<file path="src/rtl/serial_bit_feeder.sv">
// serial_bit_feeder: parallel-to-serial stage feeding a single-bit detector input.
// Accepts WIDTH-bit words over valid/ready and emits one bit per clock,
// supporting gapless back-to-back words. All outputs are registered.
module serial_bit_feeder #(
  parameter int WIDTH     = 8,
  parameter bit MSB_FIRST = 1'b1
) (
  input  logic             clk,
  input  logic             rst,
  input  logic [WIDTH-1:0] data_in,
  input  logic             load_valid,
  output logic             load_ready,
  output logic             dout,
  output logic             dout_valid,
  output logic             busy,
  output logic             done
);

  // Counter is at least one bit wide so WIDTH=1 still has a legal vector.
  localparam int CNT_W = (WIDTH > 1) ? $clog2(WIDTH) : 1;
  localparam logic [CNT_W-1:0] LAST_CNT = CNT_W'(WIDTH - 1);

  typedef enum logic {
    IDLE  = 1'b0,
    SHIFT = 1'b1
  } state_t;

  state_t           state_q, state_d;
  logic [WIDTH-1:0] sreg_q, sreg_d;
  logic [WIDTH-1:0] sreg_shifted;
  logic [CNT_W-1:0] cnt_q, cnt_d;

  logic dout_q, dout_d;
  logic dv_q, dv_d;
  logic busy_q, busy_d;
  logic done_q, done_d;

  logic last_bit;
  logic load_fire;
  logic head_d;

  // The cycle presenting the final bit of a word is also the cycle that may
  // accept the next word, which is what makes back-to-back streaming gapless.
  assign last_bit   = (state_q == SHIFT) && (cnt_q == LAST_CNT);
  assign load_ready = (state_q == IDLE) || last_bit;
  assign load_fire  = load_valid && load_ready;

  // Shift direction and the bit presented on dout depend on the bit order.
  // Vacated positions fill with zero; a one-bit word simply empties.
  generate
    if (WIDTH == 1) begin : g_w1
      assign sreg_shifted = 1'b0;
      assign head_d       = sreg_d[0];
    end else if (MSB_FIRST) begin : g_msb
      assign sreg_shifted = {sreg_q[WIDTH-2:0], 1'b0};
      assign head_d       = sreg_d[WIDTH-1];
    end else begin : g_lsb
      assign sreg_shifted = {1'b0, sreg_q[WIDTH-1:1]};
      assign head_d       = sreg_d[0];
    end
  endgenerate

  // Next-state logic: load from IDLE, shift while bits remain, reload or
  // retire on the last bit.
  always_comb begin
    state_d = state_q;
    sreg_d  = sreg_q;
    cnt_d   = cnt_q;
    case (state_q)
      IDLE: begin
        if (load_fire) begin
          state_d = SHIFT;
          sreg_d  = data_in;
          cnt_d   = '0;
        end
      end
      SHIFT: begin
        if (!last_bit) begin
          sreg_d = sreg_shifted;
          cnt_d  = cnt_q + CNT_W'(1);
        end else if (load_fire) begin
          sreg_d = data_in;
          cnt_d  = '0;
        end else begin
          // Clearing the shift register keeps dout at 0 while idle.
          state_d = IDLE;
          sreg_d  = '0;
          cnt_d   = '0;
        end
      end
      default: begin
        state_d = IDLE;
        sreg_d  = '0;
        cnt_d   = '0;
      end
    endcase
  end

  // Output next-values are derived from the next state so the ports come
  // straight from flops and line up with the bit being shifted out.
  always_comb begin
    dv_d   = (state_d == SHIFT);
    busy_d = (state_d == SHIFT);
    dout_d = (state_d == SHIFT) && head_d;
    done_d = (state_d == SHIFT) && (cnt_d == LAST_CNT);
  end

  // State and output registers with synchronous active-low reset; a reset
  // mid-word drops the word entirely.
  always_ff @(posedge clk) begin
    if (!rst) begin
      state_q <= IDLE;
      sreg_q  <= '0;
      cnt_q   <= '0;
      dout_q  <= 1'b0;
      dv_q    <= 1'b0;
      busy_q  <= 1'b0;
      done_q  <= 1'b0;
    end else begin
      state_q <= state_d;
      sreg_q  <= sreg_d;
      cnt_q   <= cnt_d;
      dout_q  <= dout_d;
      dv_q    <= dv_d;
      busy_q  <= busy_d;
      done_q  <= done_d;
    end
  end

  assign dout       = dout_q;
  assign dout_valid = dv_q;
  assign busy       = busy_q;
  assign done       = done_q;

endmodule
</file>
<file path="config.mk">
export PLATFORM = sky130hd
export DESIGN_NAME = serial_bit_feeder
export DESIGN_NICKNAME = d
export VERILOG_FILES = /design/src/rtl/serial_bit_feeder.sv
export SDC_FILE = /design/constraint.sdc
export NUM_CORES = 1
export LEC_CHECK = 0
export CAP_MARGIN = 20
export CORE_UTILIZATION = 45
export CTS_BUF_LIST = sky130_fd_sc_hd__clkbuf_4 sky130_fd_sc_hd__clkbuf_8
export DETAILED_ROUTE_END_ITERATION = 8
export PLACE_DENSITY = 0.73
export SYNTH_ARGS = -nofsm -noshare
export SYNTH_HDL_FRONTEND = slang
export SYNTH_SLANG_ARGS = --single-unit
export TNS_END_PERCENT = 30
</file>
<file path="constraint.sdc">
create_clock -name clk -period 2.2 [get_ports clk]
set_clock_uncertainty 0.15 [all_clocks]
set_input_delay 0.33 -clock clk [delete_from_list [all_inputs] [get_ports clk]]
set_output_delay 0.33 -clock clk [all_outputs]
set_load 0.03 [all_outputs]
</file>
==> Word level (Yosys, flattened, before mapping) <==
Index checks and enable logic that the tools add are counted.
{ "op_classes": {"add_sub_neg": 1, "n_eq_ne": 3, "n_mux": 10, "bitwise": 1, "reduce_logical": 5} }
{ "op_table": {"columns": ["cell", "n"], "rows": [
  ["two-way mux 8 bit", 3],
  ["one-hot mux 8 bit (2 select lines)", 1],
  ["== test 3 bit, second input constant", 2],
  ["two-way mux 3 bit", 2],
  ["one-hot mux 3 bit (2 select lines)", 1],
  ["logical AND 1 bit", 4],
  ["adder 3 x 1 -> 3 bit, second input constant", 1],
  ["two-way mux 1 bit", 2],
  ["!= test 2 bit, second input constant", 1],
  ["one-hot mux 1 bit (2 select lines)", 1],
  ["logical OR 1 bit", 1],
  ["inverter 1 bit", 1]
]} }
{ "word_totals": {"reg_bits": 14} }

==> Logic depth before layout (Yosys ltp) <==
Gate-level depths: netlist (run 1).
{ "depth": {"depth_word": 8, "mapped_depth": 8} }

==> Worst setup path after synthesis (run 1) <==
Ideal clock, no wire load.
{ "synth_timing": {"kind": "register to register", "from": "register cnt_q[0]", "to": "register sreg_q[7]", "setup_time_ns": 0.059, "arrival_time_ns": 1.391, "path_slack_ns": 0.600, "stages_incl_launch_ff": 9, "n_path_buf": 2, "path_cell_list": "dfxtp_1 > ha_1 > ha_1 > buf_4 > nor2b_4 > buf_6 > inv_6 > o221ai_2 > and2_1"} }
{ "synth_via": {"elab_chain_len": 7, "word_cells_on_any_way": 8} }
{ "synth_rtl": {"columns": ["element", "line", "text"], "rows": [
  ["start, declared", "31", "logic [CNT_W-1:0] cnt_q, cnt_d;"],
  ["start signal, assigned", "122", "cnt_q <= cnt_d;"],
  ["== test 3 bit *", "44", "assign last_bit = (state_q == SHIFT) && (cnt_q == LAST_CNT);"],
  ["logical AND 1 bit *", "44", null],
  ["logical OR 1 bit *", "45", "assign load_ready = (state_q == IDLE) || last_bit;"],
  ["named net load_ready", "12", "output logic load_ready,"],
  ["logical AND 1 bit *", "46", "assign load_fire = load_valid && load_ready;"],
  ["two-way mux 8 bit", "81", "end else if (load_fire) begin"],
  ["two-way mux 8 bit", "78", "if (!last_bit) begin"],
  ["one-hot mux 8 bit (2 select lines) *", "69", "case (state_q)"],
  ["end signal, assigned", "121", "sreg_q <= sreg_d;"],
  ["end, declared", "29", "logic [WIDTH-1:0] sreg_q, sreg_d;"]
]} }
Mark *: on every way through the listed nets, which the timed path passes. The rest lies on a longest branch. The select of a mux whose other input is x is not followed.
A chain may end at the register's enable or synchronous reset.

==> Worst setup path in the final report (run 1) <==
{ "layout_timing": {"from": "register cnt_q[0]", "to": "output load_ready"} }
{ "layout_via": {"elab_chain_len": 3} }
{ "layout_rtl": {"columns": ["element", "line"], "rows": [
  ["== test 3 bit", "44"],
  ["logical AND 1 bit", "44"],
  ["logical OR 1 bit", "45"],
  ["end, declared", "12"]
]} }
Every way passes these cells.

==> out/qor.yml, run 1 <==
p_leak_uw: 0.000379
crit_path_end_kind: "output port"
clock_sinks: 14
power-per-cell-area_mw_per_mm2: 641
cts_buffers: 3
via_per_inst: 5.47
synth_ff_type: "dfxtp_1"
required_ns: 1.72
synth_top_family_by_area: "compound AO/OA/AOI/OAI gates"
max_freq_ghz: 0.478
fin_ws_ns: 0.106
tightest_slew_ns: 0.403
ys_ff_latch: 14
ys_top_cells_by_area: "dfxtp_1, a21o_2, a32oi_1"
grtUsageTotal: 0.175
crit_top_cell: "ha_1"
grt_pass1_vias: 514
vias: 591
antennaDiodeCount: 0
synth_fa_ha_area_frac: 0.0349
drive_gt1_frac: 0.185
row_count: 14
synth_area_per_cell_sq_um: 9.31
start_util: 0.482
timing.final.crit_share: 0.952
setup_violations: 0
maxSlewHeadroom: 0.731
hold_violations: 0
htreeDepth: 1
antenna_found_initial: 0
ff_latch_area_sq_um: 280
multiInputGateArea_sq_um: 347
die_h_um: 41.9
slowest_delay_ns: 0.35
fin_crit_ns: 2.09
critPathBufInv: 2
routedWlPerCell_um: 12.8
synth_compound_area_frac: 0.290
drv_slew: 0
muxShareOfSynthArea: 0.0419
detailed_place_hpwl_um: 968
critical_path.max_fanout: 4
finalSetupTns_ns: 0
totalWireLength_um: 1380
syn_nets: 90
worstSetupPathType: "flop to output port"
status: "finished, final reports clean"
crit_path_cell_trace: "ha_1 -> ha_1 -> nor2b_4 -> inv_6 -> dlygate4sd2_1"
yosys.area_share.simple: 0.117
die_x_um: 41.9
drt_iter0_drc: 8
portBuffers: 15
netlist.top_cell.by_area: "dfxtp_1"
cts.clk_slew.worst_paths_ns: 0.09
seq_area_frac_synth: 0.391
grt_max_degree: 14
die-area_sq_mm: 0.00176
cts.hold.buffers_added: 0
num-fill-cells: 131
yosysTopAreaCellShare: 0.391
final_antenna_net_count: 0
rsz0062_at_grt: "false"
syn_area_sq_um: 717
dpl_worst_slack_ns: 0.182
cts_tree: "built"
dr.pass1.iters: 4
post-cts-setup-buffers: 0
drcViolationCount: 0
drv_cap: 0
final_nets: 106
synth_edf_count: 0
yosys_warnings: 0
hold_path_class: "flop to flop"
synth_cells: 77
cpMaxStageDelayCell: "dlygate4sd2_1"
synth-xor-area-share: 0
grt-ovfl-total: 0
io_pins: 16
async_reset_ff_frac: 0
grt_pass1_wl_um: 2280
clock_path_buffers: 2
area_growth_pct: 25.1
ir_drop_uv: 438
post-synth-top-count-cell: "dfxtp_1"
yosysUniqueCellTypes: 23
arrival_ns: 1.61
clk_latency_ns: 0.29
coreArea_sq_mm: 0.00149
place_congestion: 0.727
critPathTopFamily: "adder cells"
ys_top_cells_by_count: "dfxtp_1, inv_1, o21ai_0"
start_kind: "flop"
cts_root_buffer: "clkbuf_4"
final timing paths:
check,from,endpoint,slack (ns),cells past startpoint
worst min-delay path,sreg_q[1],sreg_q[2],0.37,2
worst max register to register,cnt_q[0],dout,0.64,6
worst max-delay path,cnt_q[0],load_ready,0.11,5
worst min register to register,sreg_q[1],sreg_q[2],0.37,2
cell families after synthesis:
logic type,count (synthesis)
buffers and inverters,16
and+or+nand+nor,13
DFF,14
adders and majority gates,2
muxes,3
AOI/OAI and AO/OA,29
worst register-to-register path, stage by stage, from the launching register on:
cell     delay [ns]
dfxtp_1        0.34
ha_1           0.20
ha_1           0.22
nor2b_4        0.17
buf_4          0.19
o21a_1         0.13
and2_1         0.11
sequential cells by signal, indices dropped and copies added, names as in the netlist:
signal  count
cnt_q       3
sreg_q      8
busy        1
dout        1
done        1
final cells by class:
class	instances	share of cell area
clock buffer	4	0.0404
sequential	14	0.312
multi-input combinational	47	0.386
inverter	8	0.0391
timing repair buffer	19	0.199
tap	16	0.0223
report_power, final:
part / leakage, uW / internal (uW) / switching, uW / total [uW]
Sequential: 0.000115 / 269 / 7.21 / 276
Combinational: 0.000243 / 54.3 / 52.6 / 107
Clock: 0.0000210 / 101 / 91.8 / 193
Total: 0.000379 / 424 / 152 / 575
metal layers:
| metal | vias up | GRT usage | part of all wire |
|---|---|---|---|
| met5 | - | 0 | 0 |
| met4 | 0 | 0.0774 | 0.011 |
| met3 | 4 | 0.0783 | 0.051 |
| li1 | 302 | - | - |
| met1 | 272 | 0.223 | 0.47 |
| met2 | 13 | 0.253 | 0.47 |
stage by stage:
| stage | cell area [sq um] | total power [uW] | hold slack (ns) | cells | utilization |
|---|---|---|---|---|---|
| after floorplan | 717 | 352 | 0.308 | 77 | - |
| after global placement | 862 | 388 | 0.348 | 104 | 0.579 |
| final | 897 | 575 | 0.375 | 108 | 0.603 |
| after detailed placement | 862 | 390 | 0.356 | 104 | 0.579 |
| after global routing | 897 | 606 | 0.420 | 108 | 0.603 |
| after CTS | 897 | 582 | 0.377 | 108 | 0.603 |
layout by cell type (no fill, tap or decap), types with 2 or more instances in the layout:
| cell | synthesis | layout |
|---|---|---|
| a22oi_1 | 2 | 2 |
| o21ai_0 | 7 | 7 |
| nand3_1 | 2 | 2 |
| nor2b_1 | 2 | 2 |
| nor2_1 | 2 | 2 |
| clkdlybuf4s50_1 | 0 | 14 |
| ha_1 | 2 | 2 |
| buf_4 | 2 | 4 |
| a21oi_1 | 6 | 6 |
| dfxtp_1 | 14 | 14 |
| a32oi_1 | 6 | 6 |
| and2_1 | 4 | 4 |
| a21o_2 | 6 | 6 |
| inv_1 | 7 | 7 |
| clkbuf_4 | 0 | 3 |
| mux2i_1 | 3 | 3 |
what timing repair did:
item / 4_1_cts / 5_1_grt
endpoints found under the setup margin: 1 / 0
hold endpoints to repair: 0 / 0
resized for setup: 1 / 0
No activity file was read; power rests on OpenSTA's default activity.
==> inputs of run 2 (changes only) <==
REMOVE_ABC_BUFFERS = 1   (was unset)
SKIP_LAST_GASP = 1   (was unset)
==> run 2 against run 1 <==
Effect of this change:
- non-clock buffer count up 1
- register-to-register slack about the same
- via count down 1.9%
- highest routed layer unchanged
- power down 0.77%
- largest power group unchanged
==> out/qor.yml, run 2 (synthesis gave the netlist of run 1 again) <==
routedWlPerCell_um: 13.0
final_antenna_net_count: 0
grt-ovfl-total: 0
grt.met3_usage: 0.0261
cts.clk_slew.worst_paths_ns: 0.09
post-cts-setup-buffers: 0
detailed_place_hpwl_um: 1020
io_pins: 16
drv_cap: 0
rr_endpoint: "dout"
drcViolationCount: 0
dr.pass1.iters: 3
power-per-cell-area_mw_per_mm2: 631
largest_reg_flops: 8
clk_latency_ns: 0.28
max_freq_ghz: 0.482
critPathBufInv: 2
portBuffers: 15
required_ns: 1.72
final_nets: 107
grtUsageTotal: 0.179
die_x_um: 41.9
cts_root_buffer: "clkbuf_4"
cp.depth: 5
antenna_found_initial: 0
top_register: "sreg_q"
totalWireLength_um: 1420
r2r_slack_ns: 0.63
slowest_delay_ns: 0.35
cts.hold.buffers_added: 0
grt_pass1_vias: 569
cpMaxStageDelayCell: "dlygate4sd2_1"
critPathLaunch: "cnt_q[0]"
start_kind: "flop"
place_congestion: 0.713
worstSetupPathType: "flop to output port"
die-area_sq_mm: 0.00176
critical_path.max_fanout: 4
busiest_layer: "met2"
maxSlewHeadroom: 0.745
drv_slew: 0
die_h_um: 41.9
clock_sinks: 14
antennaDiodeCount: 0
cts_resized: 1
rr_worst_depth: 6
grt_pass1_wl_um: 2350
num-fill-cells: 135
timing.final.crit_share: 0.944
vias: 580
top_regs: "sreg_q x8, cnt_q x3"
rsz0062_at_grt: "false"
ir_drop_uv: 389
hold_path_class: "flop to flop"
drt_iter0_drc: 5
htreeDepth: 1
setup_violations: 0
crit_path_cell_trace: "ha_1 -> ha_1 -> nor2b_4 -> inv_6 -> dlygate4sd2_1"
crit_path_end_kind: "output port"
timing.rr.start: "cnt_q[0]"
utilization: 0.608
status: "finished, final reports clean"
area_growth_pct: 26.2
via_per_inst: 5.32
tightest_slew_ns: 0.381
grt_max_degree: 14
fin_crit_ns: 2.08
hold_violations: 0
row_count: 14
drive_gt1_frac: 0.194
crit_end: "load_ready"
p_leak_uw: 0.000384
cts_tree: "built"
critPathTopFamily: "adder cells"
start_util: 0.482
layout_common_cells: "dfxtp_1, clkdlybuf4s50_1, inv_1, o21ai_0"
crit_top_cell: "ha_1"
grt_util_met2: 0.300
arrival_ns: 1.60
clock_path_buffers: 2
finalPower_uw: 571
coreArea_sq_mm: 0.00149
finalSetupTns_ns: 0
grt_util_met1: 0.217
cts_buffers: 3
-- run 2: power by group --
part / switching [uW] / leakage, uW / total, uW / internal, uW
clock: 86.3 / 0.0000210 / 187 / 101
sequential: 7.40 / 0.000115 / 276 / 269
combinational: 52.6 / 0.000248 / 108 / 55.5
-- run 2: stage by stage --
stage	std cells	setup WS (ns)	hold slack, ns	cell area, sq um
floorplan	69	0.361	0.302	662
global placement	105	0.213	0.364	870
detailed placement	105	0.187	0.362	870
CTS	109	0.107	0.385	905
global route	109	0.0634	0.418	905
finish	109	0.124	0.383	905
-- run 2: routing by layer --
layer  wire length [um]  vias up
met5                  0        -
met4                 10        0
met3                 32        2
met2                703        4
met1                674      271
li1                   -      303
-- run 2: worst min-delay path, stage by stage (launching register included) --
cell     delay [ns]
dfxtp_1        0.34
a32oi_1        0.06
a21oi_1        0.11
-- run 2: worst min-delay path by stage --
stage | end | cells after the start | from | slack [ns]
after global routing | sreg_q[2] | 2 | sreg_q[1] | 0.42
after CTS | sreg_q[2] | 2 | sreg_q[1] | 0.39
final | sreg_q[2] | 2 | sreg_q[1] | 0.38
after global placement | sreg_q[6] | 2 | sreg_q[5] | 0.36
after floorplan | cnt_q[0] | 1 | rst | 0.30
after detailed placement | sreg_q[2] | 2 | sreg_q[1] | 0.36
-- run 2: area by class of cell --
cell class,count,area [sq um],share of cell area
Inverter,8,35.0,0.0387
Tap cell,16,20.0,0.0221
Timing Repair Buffer,20,186,0.206
Sequential cell,14,280,0.310
Clock buffer,4,36.3,0.0401
Multi-Input combinational cell,47,347,0.383
